$ cat src/rtl/video_timing_if.sv
// video_timing_if: CPU register-window bus for video_timing.
//
// Protocol: there is no valid/ready pair. The master presents cs/rw/addr/di
// for one clock; a write (cs=1, rw=0) commits at that rising edge. A read
// (cs=1, rw=1) returns dout combinationally in the same cycle. dout is 0
// whenever cs=0, so several slaves can be ORed together.
//
// Signals:
//   cs    master->slave  register select
//   rw    master->slave  1 = read, 0 = write
//   addr  master->slave  register index (2 bits)
//   di    master->slave  write data (8 bits)
//   dout  slave->master  read data (8 bits)
interface video_timing_if;
  logic       cs;
  logic       rw;
  logic [1:0] addr;
  logic [7:0] di;
  logic [7:0] dout;

  modport master (output cs, rw, addr, di, input dout);
  modport slave  (input cs, rw, addr, di, output dout);
endinterface

$ cat src/rtl/video_timing.sv
// video_timing: raster timing generator, video output stage and a small
// register window (raster-line interrupt, frame counter, vblank status).
//
// Optional feature macro: VIDEO_TIMING_RASTER_IRQ_EN
//   defined   -> LINE compare, pending, irq_en and irq are present.
//   undefined -> irq tied low, CTRL bits 0-1 read 0, compare logic removed.
//
// Ports:
//   clk, reset          single pixel clock, synchronous active-low reset
//   hsync, vsync        registered raster syncs to the chip (active-high)
//   hpos, vpos          hcount[7:0], vcount[6:0]
//   rgb_in              pixel colour returned by the chip PIPE clocks later
//   vid_rgb/hs/vs/de    blanked, aligned display outputs
//   bus                 CPU register window (video_timing_if.slave)
//   irq                 raster interrupt, level, active-high
//
// Register map: 0 LINE (wr line_cmp / rd vcount[7:0]), 1 CTRL
// (bit0 irq_en, bit1 pending w1c, bit2 vblank), 2 FRAME (rd only), 3 zero.
module video_timing #(
  parameter int H_ACTIVE = 160,
  parameter int H_FP     = 8,
  parameter int H_SYNC   = 16,
  parameter int H_BP     = 16,
  parameter int V_ACTIVE = 120,
  parameter int V_FP     = 3,
  parameter int V_SYNC   = 4,
  parameter int V_BP     = 13,
  parameter int PIPE     = 1,
  parameter int RGB      = 16
) (
  input  logic           clk,
  input  logic           reset,
  output logic           hsync,
  output logic           vsync,
  output logic [7:0]     hpos,
  output logic [6:0]     vpos,
  input  logic [RGB-1:0] rgb_in,
  output logic [RGB-1:0] vid_rgb,
  output logic           vid_hs,
  output logic           vid_vs,
  output logic           vid_de,
  video_timing_if.slave  bus,
  output logic           irq
);

  localparam int HT = H_ACTIVE + H_FP + H_SYNC + H_BP;
  localparam int VT = V_ACTIVE + V_FP + V_SYNC + V_BP;

  localparam logic [8:0] HT_LAST  = 9'(HT - 1);
  localparam logic [8:0] VT_LAST  = 9'(VT - 1);
  localparam logic [8:0] H_ACT    = 9'(H_ACTIVE);
  localparam logic [8:0] V_ACT    = 9'(V_ACTIVE);
  localparam logic [8:0] HS_START = 9'(H_ACTIVE + H_FP);
  localparam logic [8:0] HS_END   = 9'(H_ACTIVE + H_FP + H_SYNC);
  localparam logic [8:0] VS_START = 9'(V_ACTIVE + V_FP);
  localparam logic [8:0] VS_END   = 9'(V_ACTIVE + V_FP + V_SYNC);

  // ---------------------------------------------------------------------
  // Raster counters and sync decode
  // ---------------------------------------------------------------------
  logic [8:0] hcount_q, hcount_d;
  logic [8:0] vcount_q, vcount_d;
  logic       hsync_q, hsync_d;
  logic       vsync_q, vsync_d;
  logic       de_q, de_d;
  logic       frame_wrap;

  always_comb begin
    hcount_d   = hcount_q + 9'd1;
    vcount_d   = vcount_q;
    frame_wrap = 1'b0;
    if (hcount_q == HT_LAST) begin
      hcount_d = 9'd0;
      if (vcount_q == VT_LAST) begin
        vcount_d   = 9'd0;
        frame_wrap = 1'b1;
      end else begin
        vcount_d = vcount_q + 9'd1;
      end
    end
  end

  // Decoding the next counter values makes the registered syncs line up
  // with the counters they describe.
  always_comb begin
    hsync_d = (hcount_d >= HS_START) && (hcount_d < HS_END);
    vsync_d = (vcount_d >= VS_START) && (vcount_d < VS_END);
    de_d    = (hcount_d < H_ACT) && (vcount_d < V_ACT);
  end

  always_ff @(posedge clk) begin
    if (!reset) begin
      hcount_q <= 9'd0;
      vcount_q <= 9'd0;
      hsync_q  <= 1'b0;
      vsync_q  <= 1'b0;
      // Pixel (0,0) is visible, so de must already be high in the first
      // cycle after release.
      de_q     <= 1'b1;
    end else begin
      hcount_q <= hcount_d;
      vcount_q <= vcount_d;
      hsync_q  <= hsync_d;
      vsync_q  <= vsync_d;
      de_q     <= de_d;
    end
  end

  assign hsync = hsync_q;
  assign vsync = vsync_q;
  assign hpos  = hcount_q[7:0];
  assign vpos  = vcount_q[6:0];

  // ---------------------------------------------------------------------
  // Output stage: PIPE-deep delay matching the chip's pixel latency,
  // then one output register that also blanks the colour.
  // ---------------------------------------------------------------------
  logic [PIPE-1:0] de_pipe_q;
  logic [PIPE-1:0] hs_pipe_q;
  logic [PIPE-1:0] vs_pipe_q;
  logic [RGB-1:0]  vid_rgb_q;
  logic            vid_hs_q;
  logic            vid_vs_q;
  logic            vid_de_q;

  always_ff @(posedge clk) begin
    if (!reset) begin
      de_pipe_q <= '0;
      hs_pipe_q <= '0;
      vs_pipe_q <= '0;
    end else begin
      de_pipe_q[0] <= de_q;
      hs_pipe_q[0] <= hsync_q;
      vs_pipe_q[0] <= vsync_q;
      for (int i = 1; i < PIPE; i++) begin
        de_pipe_q[i] <= de_pipe_q[i-1];
        hs_pipe_q[i] <= hs_pipe_q[i-1];
        vs_pipe_q[i] <= vs_pipe_q[i-1];
      end
    end
  end

  always_ff @(posedge clk) begin
    if (!reset) begin
      vid_rgb_q <= '0;
      vid_hs_q  <= 1'b0;
      vid_vs_q  <= 1'b0;
      vid_de_q  <= 1'b0;
    end else begin
      vid_rgb_q <= de_pipe_q[PIPE-1] ? rgb_in : '0;
      vid_hs_q  <= hs_pipe_q[PIPE-1];
      vid_vs_q  <= vs_pipe_q[PIPE-1];
      vid_de_q  <= de_pipe_q[PIPE-1];
    end
  end

  assign vid_rgb = vid_rgb_q;
  assign vid_hs  = vid_hs_q;
  assign vid_vs  = vid_vs_q;
  assign vid_de  = vid_de_q;

  // ---------------------------------------------------------------------
  // Frame counter and vblank status
  // ---------------------------------------------------------------------
  logic [7:0] frame_q;
  logic       vblank;

  always_ff @(posedge clk) begin
    if (!reset) begin
      frame_q <= 8'd0;
    end else if (frame_wrap) begin
      frame_q <= frame_q + 8'd1;
    end
  end

  assign vblank = (vcount_q >= V_ACT);

  // ---------------------------------------------------------------------
  // Raster-line interrupt
  // ---------------------------------------------------------------------
  logic [7:0] ctrl_rd;

`ifdef VIDEO_TIMING_RASTER_IRQ_EN
  logic [7:0] line_cmp_q, line_cmp_d;
  logic       irq_en_q, irq_en_d;
  logic       pending_q, pending_d;
  logic       wr_line, wr_ctrl, line_hit;

  assign wr_line = bus.cs && !bus.rw && (bus.addr == 2'd0);
  assign wr_ctrl = bus.cs && !bus.rw && (bus.addr == 2'd1);

  // Fires only on the edge that moves the counters to the start of the
  // matching line; a compare value >= VT never matches a legal vcount.
  assign line_hit = (hcount_d == 9'd0) && (vcount_d == {1'b0, line_cmp_q});

  always_comb begin
    line_cmp_d = line_cmp_q;
    irq_en_d   = irq_en_q;
    pending_d  = pending_q;
    if (wr_line) begin
      line_cmp_d = bus.di;
    end
    if (wr_ctrl) begin
      irq_en_d = bus.di[0];
      if (bus.di[1]) begin
        pending_d = 1'b0;
      end
    end
    // A simultaneous hit beats the write-1-clear.
    if (line_hit) begin
      pending_d = 1'b1;
    end
  end

  always_ff @(posedge clk) begin
    if (!reset) begin
      line_cmp_q <= 8'd0;
      irq_en_q   <= 1'b0;
      pending_q  <= 1'b0;
    end else begin
      line_cmp_q <= line_cmp_d;
      irq_en_q   <= irq_en_d;
      pending_q  <= pending_d;
    end
  end

  assign irq     = pending_q && irq_en_q;
  assign ctrl_rd = {5'd0, vblank, pending_q, irq_en_q};
`else
  logic unused_bus;
  assign unused_bus = ^{bus.di, bus.rw};
  assign irq        = 1'b0;
  assign ctrl_rd    = {5'd0, vblank, 2'b00};
`endif

  // ---------------------------------------------------------------------
  // Read mux (combinational, zero when not selected)
  // ---------------------------------------------------------------------
  always_comb begin
    bus.dout = 8'd0;
    if (bus.cs) begin
      case (bus.addr)
        2'd0:    bus.dout = vcount_q[7:0];
        2'd1:    bus.dout = ctrl_rd;
        2'd2:    bus.dout = frame_q;
        default: bus.dout = 8'd0;
      endcase
    end
  end

endmodule

$ cat src/flat_wrapper.sv
// flat-port wrapper written by rule: the top's interface ports become plain ports
module video_timing_flat 
#(
  parameter int H_ACTIVE = 160,
  parameter int H_FP     = 8,
  parameter int H_SYNC   = 16,
  parameter int H_BP     = 16,
  parameter int V_ACTIVE = 120,
  parameter int V_FP     = 3,
  parameter int V_SYNC   = 4,
  parameter int V_BP     = 13,
  parameter int PIPE     = 1,
  parameter int RGB      = 16
)
  (clk, reset, hsync, vsync, hpos, vpos, rgb_in, vid_rgb, vid_hs, vid_vs, vid_de, irq, bus_cs, bus_rw, bus_addr, bus_di, bus_dout);
  video_timing_if bus_i ();
  input  logic clk;
  input  logic reset;
  output logic hsync;
  output logic vsync;
  output logic [7:0] hpos;
  output logic [6:0] vpos;
  input  logic [RGB-1:0] rgb_in;
  output logic [RGB-1:0] vid_rgb;
  output logic vid_hs;
  output logic vid_vs;
  output logic vid_de;
  output logic irq;
  input wire logic [$bits(bus_i.cs)-1:0] bus_cs;
  input wire logic [$bits(bus_i.rw)-1:0] bus_rw;
  input wire logic [$bits(bus_i.addr)-1:0] bus_addr;
  input wire logic [$bits(bus_i.di)-1:0] bus_di;
  output wire logic [$bits(bus_i.dout)-1:0] bus_dout;
  assign bus_i.cs = bus_cs;
  assign bus_i.rw = bus_rw;
  assign bus_i.addr = bus_addr;
  assign bus_i.di = bus_di;
  assign bus_dout = bus_i.dout;
  video_timing #(.H_ACTIVE(H_ACTIVE), .H_FP(H_FP), .H_SYNC(H_SYNC), .H_BP(H_BP), .V_ACTIVE(V_ACTIVE), .V_FP(V_FP), .V_SYNC(V_SYNC), .V_BP(V_BP), .PIPE(PIPE), .RGB(RGB)) u_core (.clk(clk), .reset(reset), .hsync(hsync), .vsync(vsync), .hpos(hpos), .vpos(vpos), .rgb_in(rgb_in), .vid_rgb(vid_rgb), .vid_hs(vid_hs), .vid_vs(vid_vs), .vid_de(vid_de), .bus(bus_i), .irq(irq));
endmodule
$ cat config.mk
export PLATFORM = sky130hd
export DESIGN_NAME = video_timing_flat
export DESIGN_NICKNAME = d
export VERILOG_FILES = /design/src/rtl/video_timing_if.sv /design/src/rtl/video_timing.sv /design/src/flat_wrapper.sv
export SDC_FILE = /design/constraint.sdc
export NUM_CORES = 1
export LEC_CHECK = 0
export CAP_MARGIN = 10
export CORE_ASPECT_RATIO = 1.2
export CORE_MARGIN = 2
export CORE_UTILIZATION = 44
export DETAILED_ROUTE_END_ITERATION = 16
export PLACE_DENSITY = 0.75
export REMOVE_ABC_BUFFERS = 1
export SYNTH_ARGS = -nofsm -noshare
export SYNTH_HDL_FRONTEND = slang
export SYNTH_SLANG_ARGS = --single-unit
$ cat constraint.sdc
create_clock -name clk -period 4.6 [get_ports clk]
set_clock_uncertainty 0.05 [all_clocks]
set_input_delay 0.46 -clock clk [delete_from_list [all_inputs] [get_ports clk]]
set_output_delay 0.46 -clock clk [all_outputs]
set_load 0.01 [all_outputs]
Yosys cells after proc, flatten, opt, wreduce, memory -nomap -nowiden
Index checks and enable logic that the tools add are counted.
Storage, ports and cells
  output and inout port bits: 45
  flip-flop bits (word level): 51
Operators by class
  add/subtract/negate cells: 3
  equal/unequal tests: 4
  order comparisons: 7
  reductions and logical operators: 5
  muxes and demuxes: 7
Operator list (number)
  2-to-1 mux 9 bit: 3
  one-hot mux 8 bit (3 select lines): 1
  adder 9 x 1 -> 9 bit, second input constant: 2
  equality test 9 x 8 -> 1 bit, second input constant: 2
  greater-or-equal comparator 9 x 7 -> 1 bit, second input constant: 2
  less-than comparator 9 x 7 -> 1 bit, second input constant: 2
  less-than comparator 9 x 8 -> 1 bit, second input constant: 2
  greater-or-equal comparator 9 x 8 -> 1 bit, second input constant: 1
  adder 8 x 1 -> 8 bit, second input constant: 1
  2-to-1 mux 8 bit: 1
  logical AND 1 bit: 3
  equality test 2 x 1 -> 1 bit, second input constant: 1
  equality test 2 bit, second input constant: 1
  logical NOT 2 bit: 1
  2-to-1 mux 1 bit: 2
  AND reduction 2 bit: 1

Logic depth before layout (Yosys ltp)
  depth after elaboration: 5
  gate-level depth with buffers: 7
  mapped depth without buffers: 6

Worst setup path before layout
No wires, ideal clock.
  path type: reg2reg
  start point: register u_core.hcount_q[3]
  end point: register u_core.vsync_q, in the netlist u_core.vsync
  clock period less this slack: 2.014 ns
  setup slack: 2.586 ns
  data required time: 4.423 ns
  data arrival time: 1.837 ns
  setup time: 0.127 ns
  cell stages (with the launch flop): 7
  cells stage by stage: dfxtp_1 buf_6 or4_4 nor4_2 nor3_1 a311oi_1 nor3b_2
On the way
  longest elaborated chain between the ends: 4
  elaborated cells on any way between the ends: 5
Ends and longest elaborated chain
  start, declared: line video_timing.sv:61  | logic [8:0] hcount_q, hcount_d;
  start signal, assigned: line video_timing.sv:101  | hcount_q <= hcount_d;
  equality test 9 x 8 -> 1 bit *: line video_timing.sv:72  | if (hcount_q == HT_LAST) begin
  2-to-1 mux 9 bit *: line video_timing.sv:72
  greater-or-equal comparator 9 x 7 -> 1 bit or less-than comparator 9 x 7 -> 1 bit (tied branches): line video_timing.sv:87  | vsync_d = (vcount_d >= VS_START) && (vcount_d < VS_END);
  logical AND 1 bit *: line video_timing.sv:87
  end signal, assigned: line video_timing.sv:104  | vsync_q <= vsync_d;
  end, declared: line video_timing.sv:64  | logic vsync_q, vsync_d;
Mark *: on every way between the ends. The rest lies on a longest branch, timed or not.
A chain may end at the register's enable or synchronous reset.

Final worst setup path
  start point: input bus_addr[1]
  end point: output bus_dout[2]
On the way
  longest elaborated chain between the ends: 3
  elaborated cells on any way between the ends: 5
Ends and longest elaborated chain
  start, declared: line flat_wrapper.sv:31  | input wire logic [$bits(bus_i.addr)-1:0] bus_addr;
  equality test 2 bit (tied with other cells): line video_timing.sv:242  | case (bus.addr)
  one-hot mux 8 bit (3 select lines) *: line video_timing.sv:242
  2-to-1 mux 8 bit *: line video_timing.sv:241  | if (bus.cs) begin
  end, declared: line flat_wrapper.sv:33  | output wire logic [$bits(bus_i.dout)-1:0] bus_dout;
Marked as above.

==> key figures <==
Status
  • Status: complete, no violations

Critical path
  • CP most frequent cell: clkdlybuf4s50_1
  • Buffers & Inverters on Critical Path: 2
  • Reg2reg start: u_core.vcount_q[0]$_SDFF_PN0_
  • CP top delay family: buffers and inverters
  • Worst reg2reg path endpoint: u_core.de_q$_SDFF_PN1_
  • Slowest-stage cell, CP: clkdlybuf4s50_1
  • Critical path type: in2out
  • Critical Path Source Type: input port
  • Worst Setup End Kind: output pin
  • Crit. path cell count: 6
  • Critical Path AT: 2240 ps
  • CP max stage delay: 780 ps
  • R2r worst-path depth: 6
  • R2R Setup Slk: 2080 ps
  • Crit-path cells: clkdlybuf4s50_1, mux2i_1, nor2_1, a21oi_1, nor2b_1, clkdlybuf4s50_1
  • Crit-path max FO: 9
  • CP required: 4090 ps

STA
  • Post-route worst setup slack: 1850 ps
  • Tmin final: 2750 ps
  • Worst slew pin tran: 541 ps
  • Final Hold Fails: 0
  • Slew headroom: 63.4%
  • F_max: 364 MHz
  • RSZ-0062 raised after global routing: no
  • # setup viols final: 0
  • Setup_tns: 0 ps
  • Slew Viols, Final: 0
  • Final period util: 59.7%

Routing
  • Via count: 2,033
  • Met2 wire len: 2620 um
  • DRT Pass-1 Iters: 4
  • # DRC: 0
  • Wire length per cell: 13.4 um
  • Routed wl met3: 216 um
  • Top sig layer: met4
  • DR iter-0 viols: 89
  • Routed WL: 5170 um
  • Detail Route Antenna Nets: 0
  • Via density: 5.27
  • WL met1: 2270 um

Global routing
  • First-pass GRT wire length: 8710 um
  • Overflow left after global routing: 0
  • GRT Util Overall: 17.2%
  • Largest net degree at the start of global routing: 45
  • Initial antenna violation count: 0
  • Vias in the first global route: 1,913

Pwr
  • VDD IR max: 0.165 mV
  • Sequential Power Share: 58.8%
  • Pwr dens: 248 nW/um^2
  • Net switching power figure: 0.181 mW
  • Logic pwr share: 7.7%
  • Net Sw Frac: 23.3%
  • Int Pwr: 0.596 mW
  • Share of total power in the clock network: 33.5%
  • Leak Pwr: 1.16 nW

Synthesis
  • Asr flop ratio synth: 0%
  • Avg Inst Size Synth: 8.88 sq um
  • Commonest cells post-synth: dfxtp_1 (51), nand2_1 (22), nor2_1 (22), and2_1 (17), and3_1 (17)
  • Sequential share of the synthesized area: 40.6%
  • Yosys top cell area share: 40.6%
  • Area contributors post-synth: dfxtp_1 (41%), buf_4 (4.8%), and2_1 (4.2%), and3_1 (4.2%), xnor2_1 (4.2%)
  • Count leader, synth: dfxtp_1
  • Largest area contributor in the netlist: dfxtp_1
  • Netlist Area Pre-Place: 2510 sq um
  • Synth unique cells: 50
  • Syn. warnings: 0
  • Synthesized flop and latch total: 51
  • Main synth FF type: dfxtp_1
  • Synthesized instance count: 283
  • Number of flops mapped to enable cells by yosys: 0

Floorplanning
  • Die X: 73.0 um
  • Boundary pin count: 75
  • # rows: 30
  • Die height: 86.8 um
  • Die area: 6340 sq um
  • Core area: 5590 sq um
  • Initial Util: 44.9%

Placed design
  • Dpl ws: 1860 ps
  • Hpwl dp: 3720 um
  • Final GP Congestion: 0.782
  • Inst Count DP: 378
  • Placed instance area: 3040 sq um
  • I/O Buffers: 64

CTS
  • CTS Root Buffer Type: clkbuf_8
  • Post-cts resize count: 0
  • Clk sinks: 51
  • Setup bufs post-CTS: 0
  • CTS Buf Count: 5
  • CTS tree: built
  • CTS H-tree lvls: 2
  • Clk slew on worst S/H paths: 100 ps
  • Clock latency on the worst-skew pair: 300 ps
  • Clock Tree Buf Depth: 2
  • Hold_buf cts: 0

Layout
  • N_diodes: 0
  • Core Util, Final: 56.0%
  • Nets: 356
  • Layout Area Growth over Synthesis: 24.5%
  • Layout cells sized above 1: 5.90%
  • Finished Layout Cells: 386
  • Design area: 3130 sq um

Worst hold path
  • Worst hold endpoint: u_core.de_pipe_q$_SDFF_PN0_
  • Hold path cells: 1
  • Worst hold start: u_core.de_q$_SDFF_PN1_
  • Worst hold path type: reg2reg

Run
  • Number of max-cap violations: 0
placed cells by master (no fill, tap or decap), types with 6 or more instances in the layout:
| cell | Yosys | routed |
|---|---|---|
| mux2i_1 | 10 | 10 |
| nor2b_1 | 7 | 7 |
| nand2_1 | 22 | 22 |
| nor3_1 | 9 | 9 |
| inv_1 | 6 | 6 |
| nor2_1 | 22 | 22 |
| and2_1 | 17 | 17 |
| dfxtp_1 | 51 | 51 |
| nand3_1 | 9 | 9 |
| xor2_1 | 7 | 7 |
| a21oi_1 | 7 | 7 |
| and3_1 | 17 | 17 |
| clkdlybuf4s50_1 | 0 | 64 |
| xnor2_1 | 12 | 12 |
registers in the layout, indices dropped and copies added, names as in the netlist:
name              cells
u_core.vid_rgb       16
u_core.hcount_q       9
u_core.vcount_q       9
u_core.frame_q        8
u_core.de_pipe_q      1
u_core.de_q           1
u_core.hs_pipe_q      1
u_core.hsync          1
u_core.vid_de         1
u_core.vid_hs         1
u_core.vid_vs         1
u_core.vs_pipe_q      1
u_core.vsync          1
power by group through the flow:
stage,clock network [mW],logic (mW),registers (mW)
4_1_cts,0.273,0.0605,0.457
6_report,0.261,0.0598,0.457
5_1_grt,0.294,0.0652,0.458
2_1_floorplan,0,0.0141,0.470
3_5_place_dp,0,0.0601,0.467
3_3_place_gp,0,0.0595,0.467
metal layers:
layer  vias to the layer above  global-route usage [%]
li1                       1029                       -
met5                         -                       0
met3                         4                    4.30
met1                       949                    21.4
met2                        51                    28.8
met4                         0                    5.56
kinds of logic (layout without fill, tap and decap cells):
kind of cell / after synthesis / count (layout) / synth area share, %
simple gates: 130 / 130 / 29.2
flops: 51 / 51 / 40.6
buf+inv: 41 / 80 / 9.21
compound gates: 26 / 26 / 7.77
xor+xnor: 19 / 19 / 6.62
mux: 10 / 10 / 3.98
fa+ha+maj: 5 / 5 / 2.49
other cells: 1 / 1 / 0.149
layout make-up:
cell class / count / area (sq um)
Timing Repair Buffer: 65 / 648
Multi-Input combinational cell: 191 / 1260
Tap cell: 64 / 80.1
Sequential cell: 51 / 1020
Fill cell: 512 / 2460
Clock buffer: 5 / 68.8
Inverter: 7 / 26.3
Clock inverter: 3 / 25.0
through the flow:
step	hold WS [ps]	power, mW
after floorplan	362	0.484
after global placement	364	0.527
after detailed placement	369	0.528
after CTS	395	0.791
after global routing	410	0.818
final	390	0.778
how the worst max path moves through the flow:
stage	start	endpoint	slack (ps)
5_1_grt	bus_addr[1]	bus_dout[2]	1740
2_1_floorplan	u_core.vcount_q[0]$_SDFF_PN0_	u_core.frame_q[5]$_SDFFE_PN0P_	2520
3_3_place_gp	bus_addr[1]	bus_dout[2]	1900
4_1_cts	bus_addr[1]	bus_dout[2]	1850
3_5_place_dp	bus_addr[1]	bus_dout[2]	1860
6_report	bus_addr[1]	bus_dout[2]	1850
(Power assumes the default switching activity.)
